### src/rtl/tdr_capture_packer.sv
// -----------------------------------------------------------------------------
// tdr_capture_packer
//
// Captures the digital comparator wave of the TDR front end. The raw wave is
// synchronised, an armed trigger condition starts a record, samples are
// decimated and packed MSB-first (oldest sample in the MSB) into WORD_W-bit
// words, and a fixed-length record of REC_WORDS words is buffered in a
// show-ahead FIFO that drains through a valid/ready handshake.
//
// Ports:
//   clk         system clock
//   rst         synchronous active-high reset, overrides every other input
//   wave_in     raw comparator wave, asynchronous to clk
//   arm         one-cycle pulse, starts a record when idle
//   abort       one-cycle pulse, cancels the record and flushes the FIFO
//   trig_mode   00/11 immediate, 01 rising edge, 10 falling edge
//   decim       one sample is taken every decim+1 clocks
//   data_out    FIFO head word (zero when the FIFO is empty)
//   data_valid  data_out holds a valid word
//   data_ready  consumer accepts the head word
//   busy        a record is armed, capturing or draining
//   done        one-cycle pulse when a record has fully drained
//   overflow    sticky flag, at least one word of the record was dropped
// -----------------------------------------------------------------------------
module tdr_capture_packer #(
  parameter int WORD_W     = 8,
  parameter int DECIM_W    = 8,
  parameter int REC_WORDS  = 64,
  parameter int FIFO_DEPTH = 16
) (
  input  logic               clk,
  input  logic               rst,
  input  logic               wave_in,
  input  logic               arm,
  input  logic               abort,
  input  logic [1:0]         trig_mode,
  input  logic [DECIM_W-1:0] decim,
  output logic [WORD_W-1:0]  data_out,
  output logic               data_valid,
  input  logic               data_ready,
  output logic               busy,
  output logic               done,
  output logic               overflow
);

  localparam int AW  = $clog2(FIFO_DEPTH);
  localparam int BW  = $clog2(WORD_W);
  localparam int WCW = (REC_WORDS > 1) ? $clog2(REC_WORDS) : 1;

  localparam logic [BW-1:0]  LAST_BIT  = BW'(WORD_W - 1);
  localparam logic [WCW-1:0] LAST_WORD = WCW'(REC_WORDS - 1);
  localparam logic [AW:0]    FULL_CNT  = (AW + 1)'(FIFO_DEPTH);

  localparam logic [1:0] ST_IDLE    = 2'd0;
  localparam logic [1:0] ST_ARMED   = 2'd1;
  localparam logic [1:0] ST_CAPTURE = 2'd2;
  localparam logic [1:0] ST_DRAIN   = 2'd3;

  // ---------------------------------------------------------------------------
  // Synchroniser and edge detection
  // ---------------------------------------------------------------------------
  logic sync1_q, wave_s_q, wave_p_q;
  logic rise, fall;

  // NOTE: every clocked block uses non-blocking assignments so all flops
  // update from the same pre-edge values, independent of block ordering.
  always_ff @(posedge clk) begin
    if (rst) begin
      sync1_q  <= 1'b0;
      wave_s_q <= 1'b0;
      wave_p_q <= 1'b0;
    end else begin
      sync1_q  <= wave_in;
      wave_s_q <= sync1_q;
      wave_p_q <= wave_s_q;
    end
  end

  assign rise = wave_s_q & ~wave_p_q;
  assign fall = ~wave_s_q & wave_p_q;

  // ---------------------------------------------------------------------------
  // Control state
  // ---------------------------------------------------------------------------
  logic [1:0]         state_q, state_d;
  logic [1:0]         mode_q, mode_d;
  logic [DECIM_W-1:0] decim_q, decim_d;
  logic [DECIM_W-1:0] dec_cnt_q, dec_cnt_d;
  logic [BW-1:0]      bit_cnt_q, bit_cnt_d;
  logic [WORD_W-2:0]  shift_q, shift_d;
  logic [WCW-1:0]     word_cnt_q, word_cnt_d;
  logic               done_q, done_d;
  logic               overflow_q;

  logic [WORD_W-1:0]  push_word;
  logic               trig, run, push_req, flush, ovf_clr;
  logic [AW:0]        fifo_cnt_q;

  // The word that would be pushed if this sample completes it.
  assign push_word = {shift_q, wave_s_q};

  always_comb begin
    case (mode_q)
      2'b01:   trig = rise;
      2'b10:   trig = fall;
      default: trig = 1'b1;
    endcase
  end

  // NOTE: every signal driven here gets a default first; a path that leaves
  // one unassigned would infer a latch.
  always_comb begin
    state_d    = state_q;
    mode_d     = mode_q;
    decim_d    = decim_q;
    dec_cnt_d  = dec_cnt_q;
    bit_cnt_d  = bit_cnt_q;
    shift_d    = shift_q;
    word_cnt_d = word_cnt_q;
    done_d     = 1'b0;
    run        = 1'b0;
    push_req   = 1'b0;
    flush      = 1'b0;
    ovf_clr    = 1'b0;

    if (abort) begin
      // Abort beats arm and any sample due this cycle; partial word is lost.
      flush      = 1'b1;
      ovf_clr    = 1'b1;
      state_d    = ST_IDLE;
      dec_cnt_d  = '0;
      bit_cnt_d  = '0;
      shift_d    = '0;
      word_cnt_d = '0;
    end else begin
      case (state_q)
        ST_IDLE: begin
          if (arm) begin
            state_d    = ST_ARMED;
            mode_d     = trig_mode;
            decim_d    = decim;
            ovf_clr    = 1'b1;
            dec_cnt_d  = '0;
            bit_cnt_d  = '0;
            shift_d    = '0;
            word_cnt_d = '0;
          end
        end
        ST_ARMED: begin
          // The trigger cycle is itself the first sample slot.
          if (trig) begin
            state_d = ST_CAPTURE;
            run     = 1'b1;
          end
        end
        ST_CAPTURE: run = 1'b1;
        default: begin
          if (fifo_cnt_q == '0) begin
            state_d = ST_IDLE;
            done_d  = 1'b1;
          end
        end
      endcase

      if (run) begin
        dec_cnt_d = (dec_cnt_q == decim_q) ? '0 : dec_cnt_q + 1'b1;
        if (dec_cnt_q == '0) begin
          if (bit_cnt_q == LAST_BIT) begin
            push_req   = 1'b1;
            bit_cnt_d  = '0;
            shift_d    = '0;
            // Dropped words still count toward the record length.
            word_cnt_d = word_cnt_q + 1'b1;
            if (word_cnt_q == LAST_WORD) begin
              state_d    = ST_DRAIN;
              word_cnt_d = '0;
            end
          end else begin
            shift_d   = push_word[WORD_W-2:0];
            bit_cnt_d = bit_cnt_q + 1'b1;
          end
        end
      end
    end
  end

  always_ff @(posedge clk) begin
    if (rst) begin
      state_q    <= ST_IDLE;
      mode_q     <= 2'b00;
      decim_q    <= '0;
      dec_cnt_q  <= '0;
      bit_cnt_q  <= '0;
      shift_q    <= '0;
      word_cnt_q <= '0;
      done_q     <= 1'b0;
    end else begin
      state_q    <= state_d;
      mode_q     <= mode_d;
      decim_q    <= decim_d;
      dec_cnt_q  <= dec_cnt_d;
      bit_cnt_q  <= bit_cnt_d;
      shift_q    <= shift_d;
      word_cnt_q <= word_cnt_d;
      done_q     <= done_d;
    end
  end

  // ---------------------------------------------------------------------------
  // Show-ahead FIFO
  // ---------------------------------------------------------------------------
  logic [WORD_W-1:0] mem_q [FIFO_DEPTH];
  logic [AW-1:0]     wr_ptr_q, rd_ptr_q;
  logic              full, pop, push_ok, drop;

  assign full    = (fifo_cnt_q == FULL_CNT);
  assign pop     = data_valid & data_ready;
  // A pop in the same cycle frees the slot, so a full FIFO can still accept.
  assign push_ok = push_req & (~full | pop);
  assign drop    = push_req & full & ~pop;

  // NOTE: the storage array has no reset; empty entries are never observable
  // because data_out is forced to zero while the FIFO is empty.
  always_ff @(posedge clk) begin
    if (push_ok) begin
      mem_q[wr_ptr_q] <= push_word;
    end
  end

  always_ff @(posedge clk) begin
    if (rst || flush) begin
      wr_ptr_q   <= '0;
      rd_ptr_q   <= '0;
      fifo_cnt_q <= '0;
    end else begin
      if (push_ok) wr_ptr_q <= wr_ptr_q + 1'b1;
      if (pop)     rd_ptr_q <= rd_ptr_q + 1'b1;
      case ({push_ok, pop})
        2'b10:   fifo_cnt_q <= fifo_cnt_q + 1'b1;
        2'b01:   fifo_cnt_q <= fifo_cnt_q - 1'b1;
        default: fifo_cnt_q <= fifo_cnt_q;
      endcase
    end
  end

  always_ff @(posedge clk) begin
    if (rst || ovf_clr) begin
      overflow_q <= 1'b0;
    end else if (drop) begin
      overflow_q <= 1'b1;
    end
  end

  assign data_valid = (fifo_cnt_q != '0);
  assign data_out   = data_valid ? mem_q[rd_ptr_q] : '0;
  assign busy       = (state_q != ST_IDLE);
  assign done       = done_q;
  assign overflow   = overflow_q;

endmodule
### config.mk
export PLATFORM = sky130hd
export DESIGN_NAME = tdr_capture_packer
export DESIGN_NICKNAME = d
export VERILOG_FILES = /design/src/rtl/tdr_capture_packer.sv
export SDC_FILE = /design/constraint.sdc
export NUM_CORES = 1
export LEC_CHECK = 0
export CORE_ASPECT_RATIO = 0.7
export CORE_MARGIN = 1
export CORE_UTILIZATION = 60
export DETAILED_ROUTE_END_ITERATION = 6
export GPL_ROUTABILITY_DRIVEN = 0
export GPL_TIMING_DRIVEN = 0
export PLACE_DENSITY = 0.76
export SYNTH_ARGS = -nofsm -noshare
export SYNTH_HDL_FRONTEND = slang
export SYNTH_SLANG_ARGS = --single-unit
export TNS_END_PERCENT = 20
### constraint.sdc
create_clock -name clk -period 3.4 [get_ports clk]
set_input_delay 0.51 -clock clk [delete_from_list [all_inputs] [get_ports clk]]
set_output_delay 0.51 -clock clk [all_outputs]
set_load 0.1 [all_outputs]
==> run metrics <==
DRT Pass-1 Iters=5; startpoint of the worst hold path=sync1_q; Slew Limit Fails=0; Async SR Flop Fraction=0%; internal power=0.00341 W; met2 WL=7.65 mm; drt wl/cell=22.1 um; count of different cell masters after synthesis=52; family with the most delay on the worst path=multiplexers; Non-Filler Instances=775; Post-synth EDFFs=128; Max Freq=0.301 GHz; post-synth top area share=48.5%; Net Switching=0.000900 W; most common cell in the netlist=edfxtp_1; Crit path top cell by count=mux4_2; setup TNS=0 ps; drc violations=0; RSZ-0062 raised after global routing=true; # hold bufs at CTS=0; routed metal-1 wirelength=7.45 mm; total gr overflow=0; synthesis warning total=0; crit path max fanout=10; Seq pwr share=55.8%; Routed met3 length=1.82 mm; instance count of the mapped netlist=551; Top Layer Used=met4; Data required, critical path=2890 ps; Final Skew=11.4 ps; starting density of the core=62.7%; most used flip-flop cell after synthesis=edfxtp_1; fill count=814; n_diodes=0; Clock Pin Slew Worst Setup and Hold Paths=70 ps; Final #Nets=637; P per Cell Area=480 nW/um^2; clock sinks=186; share of total power in the clock network=41.7%; top area cells in the synthesized netlist=edfxtp_1 (49%), dfxtp_1 (15%), mux4_2 (11%), ha_1 (3.2%), a21oi_1 (2.5%); WL final=17.1 mm; Die Wd=139 um; min Tclk post-route=3320 ps; aggregate global-route resource usage=27.0%; Final period util=97.6%; worst-margin pin slew=966 ps; die height=98.2 um; row count=34; Hold Path Class=reg2reg; Initial DRC Count=464; most frequent cells after synthesis=edfxtp_1 (128), dfxtp_1 (58), mux4_2 (40); CTS root buf=clkbuf_16; die area=13700 um^2; Critical-path top delay cell=clkbuf_1; Buf/Inv on CP=2; part of the Yosys area used for sequential elements=63.2%; Num CTS Buffers=17; CP arrival=2810 ps; worst vdd ir=434 uV; combinational power share=2.5%; crit end category=output port; CP Class=reg2out; io pins=28; vias in the first global route=4773; largest area contributor in the netlist=edfxtp_1; TritonCTS clock tree=yes; Skew-Pair Late Insertion Delay=430 ps; Fin. Hold Viols=0; Setup-failing EPs final=0; sw frac=20.9%; max-cap violations=0; Via Count=4855; Final Instance Area=8990 um^2; Vias/cell=6.26; multi-input logic area=2790 um^2; largest net degree at the start of global routing=21; Storage cell area=5010 um^2; WHS=441 ps; Mapped Area=7930 um^2; area delta synth->final=13.4%; clock buffer depth=2; core box area=12600 um^2; initial antenna violation count=0; Finished Core Util=71.1%; detailed placer's ending HPWL=11.5 mm; Post-Syn Area per Cell=14.4 um^2; tightest slew margin relative to the limit=35.4%; Setup crit start kind=register; leakage=2.95 nW; Post-DP Area=8450 um^2; antenna viol nets, final=0; status=finished clean; I/O Buffers=27; FF+latch count, synth=186; CP peak stage delay=530 ps; first-pass GRT wire length=26.6 mm; layout cell share with drive strength beyond 1=18.8%; CTS H-tree lvls=4; crit path cell chain=clkbuf_1 -> mux4_2 -> mux4_2 -> and2_1 -> buf_2; Mapped Nets=588; Placed Cells=744; worst r2r src=dec_cnt_q[0]
## flip-flops by register name, indices dropped and copies added, names as in the netlist, named ones only
register / cells
fifo_cnt_q: 5
mode_q: 2
done: 1
wave_s_q: 1
rd_ptr_q: 4
sync1_q: 1
wave_p_q: 1
wr_ptr_q: 4
dec_cnt_q: 8
overflow: 1
word_cnt_q: 6
decim_q: 8
state_q: 2
bit_cnt_q: 3
mem_q: 128
shift_q: 7
## cells by family after synthesis
group	share of synthesized area, %
AOI/OAI and AO/OA	6.19
xor gates and xnor gates	1.77
adders and majority gates	3.41
buffers and inverters	2.24
DFF	63.2
muxes	11.7
and+or+nand+nor	11.5
## placed cells by master, fill, tap and decap left out, types with 3 or more instances in the layout
master             n
xnor2_1           12
mux2i_1            3
nor4_2             5
nor2b_1            6
clkbuf_1          17
mux4_2            40
buf_2              9
xor2_1             4
nand3b_1          14
clkdlybuf4s50_1   18
nand4_1            4
buf_4              5
and3_1             4
and2_1            19
dfxtp_1           56
nor3_1             3
nor2_2             4
a21o_1             3
nor2_1            30
clkinv_2           4
clkbuf_16         18
or2_2              6
inv_1             24
o21ai_0            9
nand2_1           36
ha_1              20
clkinvlp_4         3
or3_1              4
edfxtp_1         128
nand3_1           22
a21oi_1           39
## timing repair
action,in CTS,in global routing
resized for setup,46,11
setup endpoints to repair,41,66
pin swaps,0,1
setup buffers,0,0
## worst reg2reg max path: stages (launching register included)
cell and delay [ps]:
dfxtp_1 370, inv_1 80, ha_1 150, or4b_4 510, nand4b_4 200, a2111oi_4 430
nor3_2 160, ha_1 360, a21o_1 200, a21oi_1 220, nor2_1 70, a22o_1 210
mux2i_1 120
## final cells by class
cell class | instances | share of cell area (%)
Clock inverter | 11 | 0.807
Tap cell | 162 | 2.26
Timing Repair Buffer | 31 | 2.92
Inverter | 24 | 1.00
Sequential cell | 186 | 55.7
Clock buffer | 21 | 5.14
Buffer | 21 | 1.13
Multi-Input combinational cell | 319 | 31.0
## stage by stage
stage	power, W	worst slack [ps]
6_report	0.00431	80.4
5_1_grt	0.00442	-10.6
4_1_cts	0.00432	-76.2
3_5_place_dp	0.00256	-441
3_3_place_gp	0.00256	-461
2_1_floorplan	0.00252	384
## power groups by stage
stage | clock network [W] | registers, W | logic (W)
2_1_floorplan | 0 | 0.00246 | 0.0000611
3_3_place_gp | 0 | 0.00246 | 0.000101
3_5_place_dp | 0 | 0.00246 | 0.000104
4_1_cts | 0.00181 | 0.00241 | 0.000104
5_1_grt | 0.00190 | 0.00241 | 0.000115
6_report | 0.00180 | 0.00241 | 0.000107
## per-layer routing
metal,up-vias,GRT usage (%)
met4,0,7.26
met5,-,0
met3,21,9.17
met2,256,39.7
met1,2392,38.7
li1,2186,-
## worst paths after layout
| kind | end | slack (ps) | depth (start not counted) |
|---|---|---|---|
| max | data_out[4] | 80 | 5 |
| min | wave_s_q | 440 | 1 |
| max reg2reg | fifo_cnt_q[4] | 200 | 12 |
| min reg2reg | wave_s_q | 440 | 1 |
(Power assumes the default switching activity.)
